--- src/rtl/alu_64_if.sv ---
// alu_64_if: operand/opcode bus into the ALU and registered result/flags back out.
//   A, B, cntrl                                 : driven by master (issue stage)
//   result, negative, zero, overflow, carry_out : driven by slave (alu_64)
interface alu_64_if;
  logic [63:0] A;
  logic [63:0] B;
  logic [2:0]  cntrl;
  logic [63:0] result;
  logic        negative;
  logic        zero;
  logic        overflow;
  logic        carry_out;
  modport master (output A, B, cntrl, input result, negative, zero, overflow, carry_out);
  modport slave  (input A, B, cntrl, output result, negative, zero, overflow, carry_out);
endinterface

--- src/rtl/alu_64.sv ---
// alu_64: 64-bit ALU with registered result and N/Z/V/C flags, one cycle latency.
//   clk   : rising-edge clock
//   reset : asynchronous active-high, clears result and flags (zero reads 1)
//   bus   : alu_64_if slave; A, B, cntrl in; result, negative, zero, overflow, carry_out out
//   cntrl : 000 B, 001 A>>B[5:0], 010 A+B, 011 A-B, 100 A&B, 101 A|B, 110 A^B, 111 zero
//   Macro ALU_SHIFT_EN enables the shifter; without it opcode 001 yields zero like 111.
module alu_64 (
  input logic     clk,
  input logic     reset,
  alu_64_if.slave bus
);
  logic        is_sub;
  logic        is_arith;
  logic [63:0] b_eff;
  logic [64:0] sum;
  logic [63:0] shr;
  logic [63:0] res;
  logic        ovf;
  // Subtract folds into the adder as A + ~B + 1, so carry means "no borrow".
  assign is_sub   = bus.cntrl == 3'b011;
  assign is_arith = bus.cntrl[2:1] == 2'b01;
  assign b_eff    = is_sub ? ~bus.B : bus.B;
  assign sum      = {1'b0, bus.A} + {1'b0, b_eff} + {64'd0, is_sub};
  // Same-sign inputs to the adder with a flipped result sign; b_eff covers add and sub alike.
  assign ovf      = (bus.A[63] == b_eff[63]) && (sum[63] != bus.A[63]);
`ifdef ALU_SHIFT_EN
  assign shr = bus.A >> bus.B[5:0];
`else
  assign shr = 64'd0;
`endif
  always_comb begin
    res = 64'd0;
    case (bus.cntrl)
      3'b000:  res = bus.B;
      3'b001:  res = shr;
      3'b010,
      3'b011:  res = sum[63:0];
      3'b100:  res = bus.A & bus.B;
      3'b101:  res = bus.A | bus.B;
      3'b110:  res = bus.A ^ bus.B;
      default: res = 64'd0;
    endcase
  end
  always_ff @(posedge clk or posedge reset) begin
    if (reset) begin
      bus.result    <= 64'd0;
      bus.negative  <= 1'b0;
      bus.zero      <= 1'b1;
      bus.overflow  <= 1'b0;
      bus.carry_out <= 1'b0;
    end else begin
      bus.result    <= res;
      bus.negative  <= res[63];
      bus.zero      <= ~|res;
      bus.overflow  <= is_arith & ovf;
      bus.carry_out <= is_arith & sum[64];
    end
  end
endmodule

--- src/flat_wrapper.sv ---
// flat-port wrapper written by rule: the top's interface ports become plain ports
module alu_64_flat 
  (clk, reset, bus_A, bus_B, bus_cntrl, bus_result, bus_negative, bus_zero, bus_overflow, bus_carry_out);
  alu_64_if bus_i ();
  input logic clk;
  input logic reset;
  input wire logic [$bits(bus_i.A)-1:0] bus_A;
  input wire logic [$bits(bus_i.B)-1:0] bus_B;
  input wire logic [$bits(bus_i.cntrl)-1:0] bus_cntrl;
  output wire logic [$bits(bus_i.result)-1:0] bus_result;
  output wire logic [$bits(bus_i.negative)-1:0] bus_negative;
  output wire logic [$bits(bus_i.zero)-1:0] bus_zero;
  output wire logic [$bits(bus_i.overflow)-1:0] bus_overflow;
  output wire logic [$bits(bus_i.carry_out)-1:0] bus_carry_out;
  assign bus_i.A = bus_A;
  assign bus_i.B = bus_B;
  assign bus_i.cntrl = bus_cntrl;
  assign bus_result = bus_i.result;
  assign bus_negative = bus_i.negative;
  assign bus_zero = bus_i.zero;
  assign bus_overflow = bus_i.overflow;
  assign bus_carry_out = bus_i.carry_out;
  alu_64 u_core (.clk(clk), .reset(reset), .bus(bus_i));
endmodule
--- config.mk ---
export PLATFORM = sky130hd
export DESIGN_NAME = alu_64_flat
export DESIGN_NICKNAME = d
export VERILOG_FILES = /design/src/rtl/alu_64_if.sv /design/src/rtl/alu_64.sv /design/src/flat_wrapper.sv
export SDC_FILE = /design/constraint.sdc
export NUM_CORES = 1
export LEC_CHECK = 0
export CAP_MARGIN = 20
export CORE_MARGIN = 5
export CORE_UTILIZATION = 50
export DETAILED_ROUTE_END_ITERATION = 10
export PLACE_DENSITY = 0.76
export SYNTH_ARGS = -nofsm -noshare
export SYNTH_HDL_FRONTEND = slang
export SYNTH_SLANG_ARGS = --single-unit
export TNS_END_PERCENT = 1
--- constraint.sdc ---
create_clock -name clk -period 2.86 [get_ports clk]
set_input_delay 0.429 -clock clk [delete_from_list [all_inputs] [get_ports clk]]
set_output_delay 0.429 -clock clk [all_outputs]
set_load 0.01 [all_outputs]
Yosys cells after proc, flatten, opt, wreduce, memory -nomap -nowiden. Cells that the tools add are included.

Reductions and logical operators: 5. Equality and inequality tests: 8. Muxes and demuxes: 2. Add/subtract/negate cells: 2. Bitwise gates (word level): 6.

Operator list (number): case mux 64 bit (5 select lines) (1); adder 64 x 64 -> 65 bit (1); adder 65 x 1 -> 65 bit (1); AND 64 bit (1); 2-to-1 mux 64 bit (1); inverter 64 bit (1); OR 64 bit (1); OR reduction 64 bit (1); XOR 64 bit (1); == test 3 bit, second input constant (3); == test 3 x 2 -> 1 bit, second input constant (2); zero test 3 bit (1); AND 1 bit (2); == test 2 x 1 -> 1 bit, second input constant (1); OR reduction 2 bit (1); == test 1 bit (1); logical AND 1 bit (1); zero test 1 bit (1); inequality test 1 bit (1).

Word-level logic and storage cells: 28. Register bits: 68. Output and inout port bits: 68. Bits of input ports: 133.

Depth between registers and ports, before layout.
Depth in word-level cells: 7. Gate-level depth with buffers: 23.

Worst setup path before layout. No wires, ideal clock.

Kind: input-to-reg. From: in bus_cntrl[2]. To: reg u_core.bus.zero. Slack: -2747 ps. Required time: 2770 ps. Path buffers: 6. Arrival: 5517 ps. Stages: 22. Cells stage by stage: buf_2 > nor2b_1 > clkbuf_1 > buf_4 > clkbuf_1 > clkbuf_1 > nand2_1 > clkbuf_1 > xnor2_1 > fa_1 > a21o_1 > a221oi_4 > nor3_2 > o211a_1 > o211a_1 > or4_4 > a31oi_4 > o2111ai_1 > or4_1 > nor4_2 > nand4_1 > nor4_2.

Word-level cells in the longest chain between the ends: 7. Elaborated cells between the ends (all ways): 13.

RTL lines: start: declaration (RTL line flat_wrapper.sv:9) `input wire logic [$bits(bus_i.cntrl)-1:0] bus_cntrl;`; == test 3 x 2 -> 1 bit (RTL line alu_64.sv:20, alu_64.sv:33); 2-to-1 mux 64 bit (RTL line alu_64.sv:22) `assign b_eff = is_sub ? ~bus.B : bus.B;`; adder 64 x 64 -> 65 bit (RTL line alu_64.sv:23) `assign sum = {1'b0, bus.A} + {1'b0, b_eff} + {64'd0, is_sub};`; adder 65 x 1 -> 65 bit (RTL line alu_64.sv:23); case mux 64 bit (5 select lines) * (RTL line alu_64.sv:33) `case (bus.cntrl)`; OR reduction 64 bit * (RTL line alu_64.sv:54) `bus.zero <= ~|res;`; zero test 1 bit * (RTL line alu_64.sv:54); end signal: assignment (RTL line alu_64.sv:54); end: declaration (RTL line alu_64_if.sv:14) `modport slave (input A, B, cntrl, output result, negative, zero, overflow, carry_out);`.

Mark *: on every way between the ends. The rest lies on a longest branch, timed or not.

Worst setup path in the final report.
From: in bus_cntrl[1]. To: reg u_core.bus.zero.

Same word-level chain as after synthesis.

==> summary.md <==
| Metric | Value |
|---|---|
| Clk Tree Root Cell | `clkbuf_16` |
| Synth area leader | `ha_1` |
| RSZ-0062 raised after global routing | `true` |
| Layout cells sized above 1 | `32.96%` |
| Crit Path Max Fanout | `7` |
| # IOs | `201` |
| Post-synth EDFFs | `0` |
| Clock Pin Slew Worst Setup and Hold Paths | `0.06 ns` |
| IO Port Bufs | `200` |
| Antenna cells | `0` |
| Area of the multi-input gates | `8916 um^2` |
| Final period util | `166.3%` |
| Remaining antenna violation count | `0` |
| Cell Pwr Density | `373.4 nW/um^2` |
| Vias in the first global route | `14270` |
| Final Critical Period | `4.756 ns` |
| Synth top area share | `23.51%` |
| Number of DRC markers in iteration 0 | `1283` |
| Synth area leaders | `ha_1, dfrtp_1, xnor2_1` |
| Maximum root-to-sink buffer count | `2` |
| Relative slew slack | `42.24%` |
| TritonCTS clock tree | `built` |
| Final hold vios | `0` |
| Slew at the pin closest to its max-slew limit | `0.8552 ns` |
| Kind of critical path | `input pin to flip-flop` |
| First-pass GRT wire length | `75.36 mm` |
| Mapped Nets | `1731` |
| Die area | `24420 um^2` |
| Post-synth ARST share | `100.0%` |
| CORE AREA | `21020 um^2` |
| Final Max Slew Viols | `0` |
| Hold Crit Class | `input pin to async pin` |
| Failing checks | `setup timing` |
| Leak | `8.749 nW` |
| Fillers | `1222` |
| Die Wd | `156.3 um` |
| Clock Sinks | `67` |
| Cell Area, Synth | `10700 um^2` |
| Via density | `5.984` |
| # DRC | `0` |
| Sequential Area | `1678 um^2` |
| Overall Global Routing Usage | `38.94%` |
| Initial Utilization | `50.90%` |
| GPL Wtd Cong | `0.9991` |
| Setup ws final | `-1.896 ns` |
| Synth Flop Type | `dfrtp_1` |
| Max cap viols | `0` |
| Yosys cell types | `73` |
| Die height | `156.3 um` |
| Synthesis-stage register bit count | `67` |
| Critical Path Source Type | `input pin` |
| Maximum VDD drop | `302.7 uV` |
| TritonCTS buffer count | `9` |
| Largest net degree at the start of global routing | `68` |
| Outcome | `finished, violations left` |
| Area delta synth->final | `66.28%` |
| Row cnt | `53` |
| Post-synthesis sequential area ratio | `15.68%` |
| Antenna violations before repair | `0` |
| Warnings from Yosys | `0` |
| CTS H-tree depth | `3` |
| Tot Pwr | `6.644 mW` |
| FMAX | `210.2 MHz` |
| Final net count | `2405` |
| Worst Setup End Kind | `flip-flop` |
| Synth Instances | `1396` |
| DR WL/cell | `21.45 um` |
| Via Count | `14060` |
| Data required time of the worst path | `3.12 ns` |
| Avg Inst Size Synth | `7.664 um^2` |
| Overflow after GRT | `0` |
| WP data arrival | `5.02 ns` |
| Setup_tns | `-31.26 ns` |
| HPWL Detailed | `39.10 mm` |
| Final Setup Violations | `55` |
| Pre-Repair DR Iteration Count | `6` |
| WL final | `50.41 mm` |
metrics by stage:
stage	std cells	area, um^2	setup WS (ns)	utilization (%)	hold WS (ns)
2_1_floorplan	1396	10790	-1.886	-	0.5717
3_3_place_gp	2319	16710	-2.653	79.48	0.8499
3_5_place_dp	2319	16710	-2.749	79.48	0.8655
4_1_cts	2347	17450	-1.587	83.00	0.4899
5_1_grt	2350	17790	-1.862	84.63	0.5352
6_report	2350	17790	-1.896	84.63	0.5263
area by class of cell:
cell class / count / share of cell area, %
Clock buffer: 13 / 1.519
Clock inverter: 3 / 0.1196
Inverter: 146 / 3.080
Multi-Input combinational cell: 1124 / 50.12
Sequential cell: 67 / 9.431
Tap cell: 275 / 1.934
Timing Repair Buffer: 722 / 33.80
sequential cells by signal, summed over array words and instances (netlist names):
signal                count
u_core.bus.result        63
u_core.bus.carry_out      1
u_core.bus.negative       1
u_core.bus.overflow       1
u_core.bus.zero           1
how the worst max path moves through the flow:
stage	endpoint	cells past startpoint	start	slack (ns)
final	u_core.bus.zero$_DFF_PP1_	18	bus_cntrl[1]	-1.90
after detailed placement	u_core.bus.zero$_DFF_PP1_	17	bus_cntrl[1]	-2.75
after floorplan	u_core.bus.zero$_DFF_PP1_	22	bus_cntrl[2]	-1.89
after global routing	u_core.bus.zero$_DFF_PP1_	20	bus_cntrl[1]	-1.86
after global placement	u_core.bus.zero$_DFF_PP1_	17	bus_cntrl[1]	-2.65
after CTS	u_core.bus.zero$_DFF_PP1_	17	bus_cntrl[2]	-1.59
cell usage in the layout (no fill, tap or decap), drive strengths merged, types with 66 or more instances in the layout:
master / n
a21oi: 128
xnor2: 92
nor2: 95
buf: 524
ha: 201
dfrtp: 66
o21ai: 89
clkdlybuf4s50: 196
nand2: 138
inv: 146
metal layers:
| layer | up-vias | part of all wire [%] | GRT usage [%] |
|---|---|---|---|
| li1 | 6350 | - | - |
| met5 | - | 0 | 0 |
| met4 | 0 | 5.0 | 17.56 |
| met2 | 784 | 48 | 67.29 |
| met1 | 6720 | 38 | 46.66 |
| met3 | 208 | 8.8 | 7.826 |
critical path, stage by stage:
cell      delay (ns)
buf_6           0.09
nor2b_4         0.32
nand2_8         0.16
buf_12          0.17
xnor2_2         0.16
ha_2            0.31
and3_4          0.19
a221oi_4        0.42
o21ai_2         0.15
xor2_1          0.19
a211oi_1        0.34
nand4b_1        0.23
nand4b_1        0.44
nor4_2          0.42
nand4_1         0.32
nor4_2          0.29
nand4_1         0.18
nor4_2          0.18
cell usage after synthesis, drive strengths merged (4+ instances only):
library cell	count
a22o	7
o211ai	37
nand3	14
xor2	22
xnor2	92
o22ai	10
nand2b	7
o21ai	89
a21o	23
or4	4
a21oi	128
o21a	11
nand4	27
dfrtp	66
or3	7
mux2i	17
a211oi	15
a31oi	7
nor2	95
buf	17
nand2	137
o31ai	9
clkbuf	43
nor3	21
ha	201
a22oi	39
o21bai	12
inv	146
a221oi	15
and3	7
o2111ai	7
nor4	13
repair_timing:
item,4_1_cts,5_1_grt
pin swaps,31,40
endpoints found under the setup margin,62,59
gates resized for setup,94,86
gates cloned,1,0
buffers inserted,11,3
hold buffers,0,0
logic make-up (layout without fill, tap and decap cells):
group,after synthesis,in the layout,share of synthesized area (%)
compound gates,435,435,26.55
xor+xnor,114,114,9.332
fa+ha+maj,202,202,23.69
buf+inv,206,884,7.543
flops,67,67,15.68
mux,18,18,1.696
simple gates,354,355,15.51
report_power, final:
part | leakage (nW) | internal [mW] | switching [mW]
combinational | 7.77 | 2.19 | 2.16
clock | 0.142 | 0.661 | 0.503
sequential | 0.838 | 1.09 | 0.0455
Power figures use the tool's default switching activity.
